[src/rtl/if_id_queue.sv]
// rtl/if_id_queue.sv - fetch-to-decode instruction queue with flush and optional bubble counter (IFQ_BUBBLE_CNT_EN)
module if_id_queue #(
    parameter int          DEPTH    = 4,
    parameter logic [31:0] RESET_PC = 32'h00003000
) (
    input  logic                       clk,
    input  logic                       reset,
    input  logic                       f_valid,
    input  logic [31:0]                f_instr,
    input  logic [31:0]                f_pc,
    output logic                       f_ready,
    input  logic                       d_ready,
    output logic                       d_valid,
    output logic [31:0]                d_instr,
    output logic [31:0]                d_pc,
    output logic [31:0]                d_pc8,
    input  logic                       flush,
    output logic [$clog2(DEPTH):0]     count,
    output logic [31:0]                bubble_cnt
);

    localparam int PTR_W = $clog2(DEPTH);
    localparam int CNT_W = PTR_W + 1;
    localparam logic [CNT_W-1:0] FULL_CNT = CNT_W'(DEPTH);

    logic [31:0]      instr_mem [DEPTH];
    logic [31:0]      pc_mem    [DEPTH];
    logic [PTR_W-1:0] rp;
    logic [PTR_W-1:0] wp;
    logic [CNT_W-1:0] cnt;
    logic             push;
    logic             pop;

    // Handshake decode; f_ready comes from cnt only so d_ready never reaches it.
    always_comb begin
        f_ready = (cnt != FULL_CNT);
        d_valid = (cnt != '0);
        push    = f_valid && f_ready && !flush;
        pop     = d_valid && d_ready && !flush;
    end

    // Entry storage; contents are meaningful only between rp and wp, so no reset.
    always_ff @(posedge clk) begin
        if (push) begin
            instr_mem[wp] <= f_instr;
            pc_mem[wp]    <= f_pc;
        end
    end

    // Pointers and occupancy; flush wins over any same-cycle push or pop.
    always_ff @(posedge clk or negedge reset) begin
        if (!reset) begin
            rp  <= '0;
            wp  <= '0;
            cnt <= '0;
        end else if (flush) begin
            rp  <= '0;
            wp  <= '0;
            cnt <= '0;
        end else begin
            if (push) wp <= wp + 1'b1;
            if (pop)  rp <= rp + 1'b1;
            case ({push, pop})
                2'b10:   cnt <= cnt + 1'b1;
                2'b01:   cnt <= cnt - 1'b1;
                default: cnt <= cnt;
            endcase
        end
    end

    // Head view; an empty queue presents a nop at the reset PC.
    always_comb begin
        d_instr = 32'h00000000;
        d_pc    = RESET_PC;
        if (d_valid) begin
            d_instr = instr_mem[rp];
            d_pc    = pc_mem[rp];
        end
        d_pc8 = d_pc + 32'd8;
        count = cnt;
    end

`ifdef IFQ_BUBBLE_CNT_EN
    logic [31:0] bubble_q;

    // Counts cycles where decode wanted work but the queue was empty; saturates, survives flush.
    always_ff @(posedge clk or negedge reset) begin
        if (!reset) begin
            bubble_q <= 32'd0;
        end else if (d_ready && !d_valid && !flush && (bubble_q != 32'hFFFFFFFF)) begin
            bubble_q <= bubble_q + 32'd1;
        end
    end

    assign bubble_cnt = bubble_q;
`else
    assign bubble_cnt = 32'd0;
`endif

endmodule

[config.mk]
export PLATFORM = sky130hd
export DESIGN_NAME = if_id_queue
export DESIGN_NICKNAME = d
export VERILOG_FILES = /design/src/rtl/if_id_queue.sv
export SDC_FILE = /design/constraint.sdc
export NUM_CORES = 1
export LEC_CHECK = 0
export ABC_CLOCK_PERIOD_IN_PS = 3730
export CORE_AREA = 2 2 276 169
export CTS_CLUSTER_SIZE = 14
export DETAILED_ROUTE_END_ITERATION = 16
export DIE_AREA = 0 0 278 171
export MAX_ROUTING_LAYER = met4
export SLEW_MARGIN = 10
export SYNTH_ARGS = -nofsm -noshare
export SYNTH_HDL_FRONTEND = slang
export SYNTH_SLANG_ARGS = --single-unit
[constraint.sdc]
create_clock -name clk -period 3.73 [get_ports clk]
set_input_delay 0.746 -clock clk [delete_from_list [all_inputs] [get_ports clk]]
set_output_delay 0.746 -clock clk [all_outputs]
set_load 0.005 [all_outputs]
==> impl_metrics.yaml, run 1 <==
floorplanning:
  start_util_pct: 24.58
  core_sq_um: 45410
  io_pins: 202
  dieHeight_um: 171
  fp.dieArea_sq_um: 47540
  rows: 61
  die_width_um: 278
synthesis:
  synth-compound-area-share_pct: 0.3474
  synth-edff-count: 256
  yosysMostFrequentCell: "edfxtp_1"
  ys_warn_count: 0
  synthXorXnorAreaFrac_pct: 2.353
  synth_area_sq_um: 11160
  ys_seq_elements: 263
  synth_cells: 608
  ys_types: 37
  synth_area_per_cell_sq_um: 18.36
  synthAdderAreaFrac_pct: 0.7397
  synth_area_leader_cell: "edfxtp_1"
  ys_async_sr_fraction_pct: 2.662
  yosysSeqAreaShare_pct: 70.42
  synthDominantCellAreaShare_pct: 68.86
  synth-simple-area-share_pct: 7.979
  synth_mux_area_share_pct: 14.13
  ys_top_cells_by_count: "edfxtp_1, and2_1, mux4_2, buf_4, nand2_1"
  synth_area_leaders: "edfxtp_1, mux4_2, and2_1"
  synth_top_family_by_area: "multiplexers"
  synthFlopType: "edfxtp_1"
setup_path:
  max_stage_delay_ps: 550
  arrival_ps: 3130
  r2r-start: "count[2]"
  crit_path_end_kind: "output pin"
  reg2reg_depth: 9
  cp_max_fo: 7
  rrSetupSlack_ps: 1440
  r2r-end: "count[2]"
  required_ps: 2980
  critPathLaunchType: "register"
  critPathMostFrequentCell: "buf_6"
  endpoint: "d_pc8[31]"
  worstSetupPathType: "register to output pin"
  cp-startpoint: "rp[0]"
  cp_cell_sequence: "buf_12 > buf_6 > mux4_2 > and2_4 > nand2_2 > or4b_4 > buf_6 > nor4_4 > xor2_1 > buf_2"
  slowest_stage: "or4b_4"
placement:
  portBuffers: 169
  postPlaceCellArea_sq_um: 13760
  hpwl_um: 18200
  dp_slack_ps: -36.51
  place_congestion: 0.7943
routing:
  routedWlPerCell_um: 18.59
  drtAntennaViolNets: 0
  initialDrtViolationCount: 388
  wl_um: 27680
  vias: 6242
  firstDrtPassIters: 7
  vias_per_cell: 4.192
  drc: 0
global_route:
  grt_max_degree: 41
  grt_overflow: 0
  grt_pass1_wl_um: 40520
  grt_util_all_layers_pct: 11.75
  first_global_vias: 6443
  antenna_found_initial: 5
cts:
  numCtsBuffers: 28
  cts_sinks: 263
  clk_latency_ps: 560
  cts_max_level: 1
  cts_tree: "yes"
  clkTransAtPathRegs_ps: 60
  root_buffer: "clkbuf_16"
  cts_buffer_depth: 3
finish:
  layout.nets: 939
  synthToLayoutAreaGrowth_pct: 36.49
  final_area_sq_um: 15240
  drive_gt1_share_pct: 29.46
  nFillCells: 4326
timing:
  clock_skew_ps: 22.78
  setup_slack_ps: -145.5
  fmax_ghz: 0.2580
  period_share_pct: 103.9
  final_hold_viol_count: 0
  period_needed_ps: 3875
  rsz0062_at_grt: "yes"
  setup_viol: 9
  finalMaxSlewViolations: 0
power_and_ir_drop:
  ir_worst_vdd_mv: 0.3643
  powerDensity_nw_per_um2: 697.6
  power_leakage_nw: 5.274
min_path:
  min_path_type: "primary input to async pin"
run:
  maxCapViolCount: 0
status:
  violations: "setup timing"
  status: "complete, but fails checks"
[logic make-up after synthesis]
logic type / Yosys count
flip-flops: 263
AND/OR/NAND/NOR: 159
buffers and inverters: 73
multiplexers: 69
XOR/XNOR: 30
AO/OA/AOI/OAI: 7
adder cells (fa/ha/maj): 6
other: 1
[power breakdown]
part | internal [mW] | total, mW | switching [mW]
clock network | 1.56 | 2.69 | 1.13
registers | 3.47 | 3.54 | 0.0756
logic | 2.38 | 4.40 | 2.02
total | 7.41 | 10.6 | 3.22
[area by class of cell]
cell class	count	area (sq um)	area share, %
Inverter	13	48.80	0.3202
Antenna cell	5	12.51	0.08211
Clock inverter	16	146.4	0.9607
Clock buffer	36	750.7	4.927
Multi-Input combinational cell	303	3221	21.13
Sequential cell	263	7870	51.65
Timing Repair Buffer	255	2441	16.02
Tap cell	598	748.2	4.910
[flip-flops by register name, indices dropped and copies added (netlist names)]
register,count
count,3
wp,2
pc_mem,128
instr_mem,128
rp,2
[cell usage in the layout (no fill, tap or decap), drive strengths merged, types with 2 or more instances in the layout]
cell / n
nand2: 36
clkbuf: 37
nor4: 7
nor2: 24
nor3: 8
mux4: 67
conb: 32
inv: 15
or2: 2
o21ai: 2
dlygate4sd2: 7
diode: 5
clkinv: 11
nand4: 4
mux2i: 2
nand3: 13
bufinv: 2
clkdlybuf4s50: 143
xnor2: 11
a21oi: 3
edfxtp: 256
and2: 62
buf: 103
xor2: 19
dfrtp: 7
ha: 5
[metrics by stage]
| stage | std cells | TNS (ps) | util (%) | hold slack [ps] | power (mW) |
|---|---|---|---|---|---|
| after global routing | 1489 | -2443 | 33.56 | 463.0 | 11.23 |
| after detailed placement | 1390 | -36.51 | 30.31 | 584.1 | 7.814 |
| final | 1489 | -707.9 | 33.56 | 470.6 | 10.63 |
| after CTS | 1474 | -1973 | 33.30 | 450.5 | 10.77 |
| after global placement | 1390 | -28.44 | 30.31 | 564.5 | 7.809 |
| after floorplan | 639 | 0 | - | 450.4 | 5.508 |
[per-layer routing]
metal / vias up / wire length [um] / GRT usage [%]
met5: - / 0 / -
met4: 0 / 418 / 2.280
met3: 35 / 2048 / 3.523
met2: 180 / 13190 / 18.80
met1: 3216 / 12030 / 14.86
li1: 2811 / - / -
[worst min-delay path by stage]
| stage | startpoint | to | slack, ps | cells past startpoint |
|---|---|---|---|---|
| final | reset | rp[0] | 470 | 1 |
| after global routing | reset | rp[0] | 460 | 1 |
| after CTS | reset | rp[0] | 450 | 1 |
| after detailed placement | wp[1] | wp[1] | 580 | 2 |
| after global placement | wp[1] | wp[1] | 560 | 2 |
| after floorplan | reset | count[0] | 450 | 0 |
[timing repair]
item,CTS,global route
cloned,2,0
setup buffers,31,16
hold buffers,0,0
endpoints found under the setup margin,58,61
resized for setup,144,31
pin swaps,34,27
[critical path: cells and delay by family, from the launching register on]
family | cells | cell delay (ps)
multiplexers | 1 | 330
XOR/XNOR | 1 | 170
AND/OR/NAND/NOR | 4 | 980
flip-flops | 1 | 520
buffers and inverters | 4 | 560
(Power assumes the default switching activity.)
==> inputs of run 2 (changes only) <==
--- a/config.mk
+++ b/config.mk
@@ -10,6 +10,7 @@
 export CTS_CLUSTER_SIZE = 14
 export DETAILED_ROUTE_END_ITERATION = 16
 export DIE_AREA = 0 0 278 171
+export HOLD_SLACK_MARGIN = 0.08
 export MAX_ROUTING_LAYER = met4
 export SLEW_MARGIN = 10
 export SYNTH_ARGS = -nofsm -noshare
==> results of run 2 <==
Same layout as run 1: the final DEF is identical, and so are final timing and power.
